`config.mk`:
```
export PLATFORM = sky130hd
export DESIGN_NAME = nunchuk_packet_decoder_flat
export DESIGN_NICKNAME = d
export VERILOG_FILES = /design/src/rtl/nunchuk_packet_decoder_if.sv /design/src/rtl/nunchuk_packet_decoder.sv /design/src/flat_wrapper.sv
export SDC_FILE = /design/constraint.sdc
export NUM_CORES = 1
export LEC_CHECK = 0
export CORE_AREA = 2 2 111 113
export CTS_BUF_LIST = sky130_fd_sc_hd__clkbuf_2
export DETAILED_ROUTE_END_ITERATION = 6
export DIE_AREA = 0 0 113 115
export PLACE_DENSITY = 0.67
export SYNTH_ARGS = -nofsm -noshare
export SYNTH_HDL_FRONTEND = slang
export SYNTH_SLANG_ARGS = --single-unit
export TNS_END_PERCENT = 30
```
`constraint.sdc`:
```
create_clock -name clk -period 2.9 [get_ports clk]
set_clock_uncertainty 0.15 [all_clocks]
set_input_delay 0.58 -clock clk [delete_from_list [all_inputs] [get_ports clk]]
set_output_delay 0.58 -clock clk [all_outputs]
set_load 0.02 [all_outputs]
```
`src/rtl/nunchuk_packet_decoder_if.sv`:
```
// Byte stream from the I2C byte reader into the Nunchuk packet decoder.
// The reader drives the stream, and the decoder accepts it unconditionally.
interface nunchuk_packet_decoder_if;
    logic       byte_valid;
    logic [7:0] byte_data;
    logic       byte_first;

    modport master (output byte_valid, output byte_data, output byte_first);
    modport slave  (input  byte_valid, input  byte_data, input  byte_first);
endinterface

```
`src/rtl/nunchuk_packet_decoder.sv`:
```
// Assembles 6-byte Nunchuk reports into a held, registered sample.
// Produces stick/accel/button fields, a start pulse, link status and an error count.
module nunchuk_packet_decoder #(
    parameter bit          DECODE_XOR     = 1'b1,
    parameter int unsigned TIMEOUT_CYCLES = 100000,
    parameter int unsigned STICK_DEADZONE = 8
) (
    input  logic                     clk,
    input  logic                     rst_n,
    nunchuk_packet_decoder_if.slave  rx,
    output logic [7:0]               stick_x,
    output logic [7:0]               stick_y,
    output logic [9:0]               accel_x,
    output logic [9:0]               accel_y,
    output logic [9:0]               accel_z,
    output logic                     z_btn,
    output logic                     c_btn,
    output logic                     sample_valid,
    output logic                     start_pulse,
    output logic                     link_up,
    output logic [7:0]               err_count
);

    localparam logic [0:0] IDLE    = 1'b0;
    localparam logic [0:0] COLLECT = 1'b1;

    localparam int unsigned TW = (TIMEOUT_CYCLES > 1) ? $clog2(TIMEOUT_CYCLES) : 1;
    localparam logic [TW-1:0] TIMEOUT_LAST = TW'(TIMEOUT_CYCLES - 1);

    logic [0:0]    state;
    logic [2:0]    idx;
    logic [7:0]    pkt [0:5];
    logic [TW-1:0] idle_cnt;

    logic [7:0] cur;
    logic       is_last;
    logic       all_ff;
    logic       timeout;
    logic       err_inc;
    logic       z_new;
    logic       c_new;

    function automatic logic [7:0] decode(input logic [7:0] b);
        logic [7:0] d;
        d = b;
        if (DECODE_XOR)
            d = (b ^ 8'h17) + 8'h17;
        return d;
    endfunction

    function automatic logic [7:0] deadzone(input logic [7:0] s);
        logic signed [8:0] diff;
        logic        [8:0] mag;
        logic        [7:0] r;
        diff = $signed({1'b0, s}) - 9'sd128;
        mag  = (diff < 0) ? 9'(-diff) : 9'(diff);
        r    = s;
        if (STICK_DEADZONE != 0 && 32'(mag) < STICK_DEADZONE)
            r = 8'd128;
        return r;
    endfunction

    // The sixth byte is decoded straight from the bus, so the commit is registered
    // on the same edge and a byte in the following cycle never disturbs it.
    always_comb begin
        cur     = decode(rx.byte_data);
        is_last = 1'b0;
        all_ff  = 1'b0;
        timeout = 1'b0;
        err_inc = 1'b0;
        z_new   = ~cur[0];
        c_new   = ~cur[1];
        if (state == COLLECT && rx.byte_valid && !rx.byte_first && idx == 3'd5)
            is_last = 1'b1;
        if (pkt[0] == 8'hFF && pkt[1] == 8'hFF && pkt[2] == 8'hFF &&
            pkt[3] == 8'hFF && pkt[4] == 8'hFF && cur == 8'hFF)
            all_ff = 1'b1;
        if (state == COLLECT && !rx.byte_valid && idle_cnt == TIMEOUT_LAST)
            timeout = 1'b1;
        if (state == IDLE && rx.byte_valid && !rx.byte_first)
            err_inc = 1'b1;
        if (state == COLLECT && rx.byte_valid && rx.byte_first)
            err_inc = 1'b1;
        if (timeout || (is_last && all_ff))
            err_inc = 1'b1;
    end

    always_ff @(posedge clk or negedge rst_n) begin
        if (!rst_n) begin
            state    <= IDLE;
            idx      <= '0;
            idle_cnt <= '0;
            for (int unsigned i = 0; i < 6; i++)
                pkt[i] <= '0;
        end else begin
            case (state)
                IDLE: begin
                    if (rx.byte_valid && rx.byte_first) begin
                        pkt[0]   <= cur;
                        idx      <= 3'd1;
                        idle_cnt <= '0;
                        state    <= COLLECT;
                    end
                end
                default: begin
                    if (rx.byte_valid) begin
                        idle_cnt <= '0;
                        if (rx.byte_first) begin
                            pkt[0] <= cur;
                            idx    <= 3'd1;
                        end else begin
                            pkt[idx] <= cur;
                            if (idx == 3'd5) begin
                                idx   <= '0;
                                state <= IDLE;
                            end else begin
                                idx <= idx + 3'd1;
                            end
                        end
                    end else if (timeout) begin
                        idx      <= '0;
                        idle_cnt <= '0;
                        state    <= IDLE;
                    end else begin
                        idle_cnt <= idle_cnt + 1'b1;
                    end
                end
            endcase
        end
    end

    always_ff @(posedge clk or negedge rst_n) begin
        if (!rst_n) begin
            stick_x      <= 8'd128;
            stick_y      <= 8'd128;
            accel_x      <= 10'd512;
            accel_y      <= 10'd512;
            accel_z      <= 10'd512;
            z_btn        <= 1'b0;
            c_btn        <= 1'b0;
            sample_valid <= 1'b0;
            start_pulse  <= 1'b0;
            link_up      <= 1'b0;
            err_count    <= '0;
        end else begin
            sample_valid <= 1'b0;
            start_pulse  <= 1'b0;
            if (is_last) begin
                if (all_ff) begin
                    link_up <= 1'b0;
                end else begin
                    stick_x      <= deadzone(pkt[0]);
                    stick_y      <= deadzone(pkt[1]);
                    accel_x      <= {pkt[2], cur[3:2]};
                    accel_y      <= {pkt[3], cur[5:4]};
                    accel_z      <= {pkt[4], cur[7:6]};
                    z_btn        <= z_new;
                    c_btn        <= c_new;
                    sample_valid <= 1'b1;
                    start_pulse  <= (z_new & ~z_btn) | (c_new & ~c_btn);
                    link_up      <= 1'b1;
                end
            end
            if (timeout)
                link_up <= 1'b0;
            if (err_inc && err_count != 8'hFF)
                err_count <= err_count + 8'd1;
        end
    end

endmodule

```
`src/flat_wrapper.sv`:
```
// flat-port wrapper written by rule: the top's interface ports become plain ports
module nunchuk_packet_decoder_flat 
#(
    parameter bit          DECODE_XOR     = 1'b1,
    parameter int unsigned TIMEOUT_CYCLES = 100000,
    parameter int unsigned STICK_DEADZONE = 8
)
  (clk, rst_n, stick_x, stick_y, accel_x, accel_y, accel_z, z_btn, c_btn, sample_valid, start_pulse, link_up, err_count, rx_byte_valid, rx_byte_data, rx_byte_first);
  nunchuk_packet_decoder_if rx_i ();
  input  logic clk;
  input  logic rst_n;
  output logic [7:0] stick_x;
  output logic [7:0] stick_y;
  output logic [9:0] accel_x;
  output logic [9:0] accel_y;
  output logic [9:0] accel_z;
  output logic z_btn;
  output logic c_btn;
  output logic sample_valid;
  output logic start_pulse;
  output logic link_up;
  output logic [7:0] err_count;
  input wire logic [$bits(rx_i.byte_valid)-1:0] rx_byte_valid;
  input wire logic [$bits(rx_i.byte_data)-1:0] rx_byte_data;
  input wire logic [$bits(rx_i.byte_first)-1:0] rx_byte_first;
  assign rx_i.byte_valid = rx_byte_valid;
  assign rx_i.byte_data = rx_byte_data;
  assign rx_i.byte_first = rx_byte_first;
  nunchuk_packet_decoder #(.DECODE_XOR(DECODE_XOR), .TIMEOUT_CYCLES(TIMEOUT_CYCLES), .STICK_DEADZONE(STICK_DEADZONE)) u_core (.clk(clk), .rst_n(rst_n), .rx(rx_i), .stick_x(stick_x), .stick_y(stick_y), .accel_x(accel_x), .accel_y(accel_y), .accel_z(accel_z), .z_btn(z_btn), .c_btn(c_btn), .sample_valid(sample_valid), .start_pulse(start_pulse), .link_up(link_up), .err_count(err_count));
endmodule
```
=== After elaboration in Yosys (flattened, before gate mapping) ===
Cells that the tools add are included.

* Word-level logic and storage cells: 123
* Output and inout port bits: 59
* Input bits: 12
* Register bits after elaboration: 128

* $add $sub $neg: 8
* Order comparisons: 6
* Reduce and logical (&&, ||, !) cells: 26
* Bitwise gates (word level): 12
* Mux-type cells: 40
* Equal/unequal tests: 11

{| class="wikitable"
|+ Operators with widths
! cell !! count
|-
| two-way mux 17 bit || 4
|-
| bitwise mux 48 bit || 1
|-
| equality test 8 bit (second input constant) || 6
|-
| two-way mux 48 bit || 1
|-
| two-way mux 8 bit || 6
|-
| two-way mux 40 bit || 1
|-
| demux 8 bit (select 3 bit) || 1
|-
| < comparator 9 x 1 -> 1 bit (second input constant) || 2
|-
| < comparator 9 x 4 -> 1 bit (second input constant) || 2
|-
| two-way mux 1 bit || 18
|-
| two-way mux 3 bit || 6
|-
| two-way mux 9 bit || 2
|-
| negator 9 bit || 2
|-
| subtractor 8 x 8 -> 9 bit (second input constant) || 2
|-
| adder 17 x 1 -> 17 bit (second input constant) || 1
|-
| equality test 17 bit (second input constant) || 1
|-
| logical AND 1 bit || 17
|-
| adder 8 x 1 -> 8 bit (second input constant) || 1
|-
| adder 8 x 5 -> 8 bit (second input constant) || 1
|-
| inequality test 8 bit (second input constant) || 1
|-
| NOT 1 bit || 7
|-
| AND reduction 2 bit || 3
|-
| greater-or-equal comparator 4 bit (second input constant) || 1
|-
| < comparator 4 x 1 -> 1 bit (second input constant) || 1
|-
| other kinds (12) || 15
|}

=== Longest topological paths before layout ===
* Depth after elaboration: 11
* Gate-level depth with buffers: 9
* Gate-level depth less buffers: 7

=== Worst setup path before layout ===
No wires, ideal clock.

* Kind: input port to flip-flop
* Start: input port rx_byte_data[0]
* End: register u_core.accel_z[3]
* Data arrival time: 2.290 ns
* Stages on the path: 8
* Required time: 2.625 ns
* Path slack: 0.335 ns
* Buffers on the path: 2
* Setup time: 0.125 ns
* Cells stage by stage: ha_1 > xor2_1 > nor4_2 > o2111ai_2 > o21ai_1 > buf_2 > buf_4 > mux2_2

* Longest elaborated chain between the ends: 7

{| class="wikitable"
|+ Ends and longest elaborated chain
! item !! RTL line !! RTL
|-
| start: declaration || flat_wrapper.sv:24 || <nowiki>input wire logic [$bits(rx_i.byte_data)-1:0] rx_byte_data;</nowiki>
|-
| NOT 4 bit (no source line) || n/a ||
|-
| adder 8 x 5 -> 8 bit || nunchuk_packet_decoder.sv:47 || <nowiki>d = (b ^ 8'h17) + 8'h17;</nowiki>
|-
| equality test 8 bit || nunchuk_packet_decoder.sv:76 || <nowiki>pkt[3] == 8'hFF && pkt[4] == 8'hFF && cur == 8'hFF)</nowiki>
|-
| logical AND 1 bit || nunchuk_packet_decoder.sv:76 ||
|-
| two-way mux 1 bit || nunchuk_packet_decoder.sv:75 || <nowiki>if (pkt[0] == 8'hFF && pkt[1] == 8'hFF && pkt[2] == 8'hFF &&</nowiki>
|-
| NOT 1 bit (no source line) || n/a ||
|-
| AND reduction 2 bit (no source line) || n/a ||
|-
| end signal: assignment || nunchuk_packet_decoder.sv:156 || <nowiki>accel_z <= {pkt[4], cur[7:6]};</nowiki>
|-
| end: declaration || nunchuk_packet_decoder.sv:15 || <nowiki>output logic [9:0] accel_z,</nowiki>
|}

No other way between the ends.
A chain may end at the register's enable or synchronous reset.

=== Final worst setup path ===
* Start: register u_core.stick_x[7]
* End: output port stick_x[7]

{| class="wikitable"
|+ RTL lines
! item !! RTL line !! RTL
|-
| start: declaration || nunchuk_packet_decoder.sv:11 || <nowiki>output logic [7:0] stick_x,</nowiki>
|-
| start signal: assignment || nunchuk_packet_decoder.sv:152 || <nowiki>stick_x <= deadzone(pkt[0]);</nowiki>
|-
| end: declaration || flat_wrapper.sv:12 || <nowiki>output logic [7:0] stick_x;</nowiki>
|}

No word-level cell between the ends.

==> impl_metrics.ini <==
[run_status]
outcome = finished, violations left
violations = design-rule violations

[final_layout]
antennaDiodeCount = 0
drive_gt1_share_pct = 16.6
final_common_cell = dfrtp_1
multiInputGateArea_sq_um = 2080
final_area_sq_um = 6630
syn_to_final_growth_pct = 27.2
n_fill_cell = 1046
finalNetCount = 628
seqCellArea_sq_um = 3010
final_cell_count_no_fill = 772
layout_common_cells = 115 x dfrtp_1, 99 x nand2_1, 81 x o21ai_0, 69 x clkdlybuf4s50_1, 32 x buf_4

[yosys]
synth_warnings = 0
async_reset_ff_share_pct = 100
synthSimpleGateAreaFrac_pct = 17.1
synth_fa_ha_area_share_pct = 0.960
synth-compound-area-share_pct = 13.5
syn_area_sq_um = 5220
synth_cells = 506
synthTopCellsByArea = dfrtp_1 55%, o21ai_0 7.8%, nand2_1 7.1%, mux2_2 6.0%, dfstp_2 2.5%
synth_xor_area_share_pct = 1.85
synth_top_area_share_pct = 55.2
synth_top_cell_by_area = dfrtp_1
yosysSeqAreaShare_pct = 57.7
synth_flop_cell = dfrtp_1
synth_edf_count = 0
avgSynthCellArea_sq_um = 10.3
synth_seq_cells = 120
yosysUniqueCellTypes = 46
synth_fp_nets = 522
synth_top_family_by_area = simple AND/OR/NAND/NOR gates
synthMuxAreaShare_pct = 6.33

[route]
wl_per_cell_um = 15.5
wirelength_um = 11900
wl_met2_um = 5740
drt-met1-wl_um = 5420
vias_per_cell = 5.28
antenna_left = 0
route.met3.wl_um = 572
top_layer = met4
drt_iter0_drc = 215
num_vias = 4076
drc = 9
drt_first_pass_iters = 7

[setup_path]
cp_num_buf_inv = 1
slowest_delay_ns = 0.60
rr_endpoint = u_core.err_count[1]$_DFFE_PN0P_
reg2reg_depth = 6
cp_data_arrival_time_ns = 1.84
slowest_stage = clkdlybuf4s50_1
crit_chain = clkdlybuf4s50_1
cp-start-kind = flip-flop
worstSetupPathType = reg -> out
worstPathRequired_ns = 2.17
worst-path-max-fanout = 2
r2r_slack_ns = 0.51
crit_family = buffers and inverters
end_kind = output port
reg2reg_from = u_core.idle_cnt[12]$_DFFE_PN0P_
cp.depth = 1

[power_and_ir_drop]
pwr-share-seq_pct = 49.8
p_per_area_nw_per_um2 = 660
netSwitchingPower_mw = 1.30
power_frac_comb_pct = 19.5
power_frac_clock_pct = 30.7
internal-power_mw = 3.08
max-vdd-ir-drop_v = 0.000296
p_leak_nw = 2.95
p_sw_share_pct = 29.7

[sta]
period_share_pct = 88.6
worst_pin_slew_ns = 0.652
finalSetupViolations = 0
hold_violations = 0
slew_headroom_pct = 56.3
rsz0062_at_grt = no
fin_tns_setup_ns = 0
fin_crit_ns = 2.57
finalMaxSlewViolations = 0
fmax_mhz = 389

[clock_network]
cts-resized-gates = 0
cts_buffers = 17
cts_root_buf = clkbuf_2
cts.sinks = 120
post_cts_buffers = 0
cts_buffer_depth = 2
cts_tree = yes
htreeDepth = 4
postCtsHoldBufs = 1
cts.clk_slew.worst_paths_ns = 0.17
insertion_delay_ns = 0.69

[floorplanning]
ioPinCount = 71
dieHeight_um = 115
core.rowCount = 40
start_util_pct = 44.2
die_area_sq_um = 13000
coreArea_sq_um = 11800
die_x_um = 113

[run]
cap_violations = 0

[placed_design]
dp_cells = 739
dpl-instance-area_sq_um = 6320
place_congestion = 0.871
port-buffer-count = 70
dp_hpwl_um = 8580

[worst_hold_path]
hp-class = in -> async

[global_routing]
grt_pass1_vias = 3990
grt_max_degree = 66
overflow = 0
grt_util_all_layers_pct = 19.6
antenna_found_initial = 0
grt_pass1_wl_um = 19800
-- flip-flops by register name, summed over array words and instances (netlist names), 3 cells and up --
signal,count
u_core.idx,3
u_core.accel_x,10
u_core.stick_x,8
u_core.idle_cnt,17
u_core.accel_y,10
u_core.accel_z,10
u_core.pkt,40
u_core.stick_y,8
u_core.err_count,8
-- cell families (layout without fill, tap and decap cells) --
group	count (synthesis)	count (layout)
AO/OA/AOI/OAI	121	121
flip-flops	120	120
XOR/XNOR	11	11
adder cells (fa/ha/maj)	4	4
buffers and inverters	32	151
AND/OR/NAND/NOR	189	189
multiplexers	29	29
-- how the worst max path moves through the flow --
| stage | startpoint | to | slack [ns] |
|---|---|---|---|
| floorplan | rx_byte_data[0] | u_core.accel_z[3]$_DFFE_PN0P_ | 0.34 |
| finish | u_core.stick_x[7]$_DFFE_PN1P_ | stick_x[7] | 0.33 |
| CTS | u_core.stick_x[7]$_DFFE_PN1P_ | stick_x[7] | 0.27 |
| detailed placement | rx_byte_data[1] | u_core.err_count[1]$_DFFE_PN0P_ | -0.27 |
| global placement | rx_byte_data[1] | u_core.err_count[1]$_DFFE_PN0P_ | -0.19 |
| global route | u_core.stick_y[7]$_DFFE_PN1P_ | stick_y[7] | 0.24 |
-- synth_stat cells (2+ instances only) --
| library cell | number |
|---|---|
| or4b_2 | 2 |
| a21o_1 | 2 |
| and4_1 | 2 |
| nand4_1 | 18 |
| clkbuf_1 | 6 |
| nor2b_1 | 6 |
| xnor2_1 | 7 |
| o21ai_0 | 81 |
| o21ai_1 | 2 |
| a21oi_1 | 9 |
| and2_1 | 4 |
| nor2_1 | 22 |
| ha_1 | 4 |
| inv_1 | 14 |
| a31oi_1 | 4 |
| nand3_1 | 15 |
| dfrtp_1 | 115 |
| dfstp_2 | 5 |
| nor4_1 | 5 |
| mux2_2 | 28 |
| buf_2 | 11 |
| o31ai_1 | 12 |
| nand2b_1 | 5 |
| nand2_1 | 99 |
| nor3_1 | 4 |
| xor2_1 | 4 |
-- metal layers --
layer  vias to the layer above  track usage [%]
met5                         -                0
met2                       109             31.0
met3                        15             4.90
met4                         0             7.80
li1                       1994                -
met1                      1958             26.1
-- power by group through the flow --
| stage | sequential [mW] | combinational, mW | clock (mW) |
|---|---|---|---|
| 2_1_floorplan | 2.25 | 0.362 | 0 |
| 3_3_place_gp | 2.20 | 0.836 | 0 |
| 3_5_place_dp | 2.21 | 0.858 | 0 |
| 4_1_cts | 2.18 | 0.863 | 1.38 |
| 5_1_grt | 2.22 | 0.948 | 1.44 |
| 6_report | 2.18 | 0.854 | 1.34 |
-- area by class of cell --
class / instances / share of cell area [%]
multi-input combinational: 354 / 31.4
sequential: 120 / 45.4
clock buffer: 21 / 1.58
timing repair buffer: 105 / 15.1
clock inverter: 11 / 3.04
tap: 147 / 2.77
inverter: 14 / 0.792
-- stage by stage --
step                      setup slack (ns)  power [mW]  util, %  hold WS, ns
final                                0.331        4.37     56.2        0.161
after global routing                 0.244        4.61     56.2        0.117
after CTS                            0.266        4.42     56.2        0.115
after detailed placement            -0.271        3.07     53.5        0.318
after global placement              -0.186        3.04     53.5        0.316
after floorplan                      0.335        2.62        -        0.134
No activity file was read; power rests on OpenSTA's default activity.
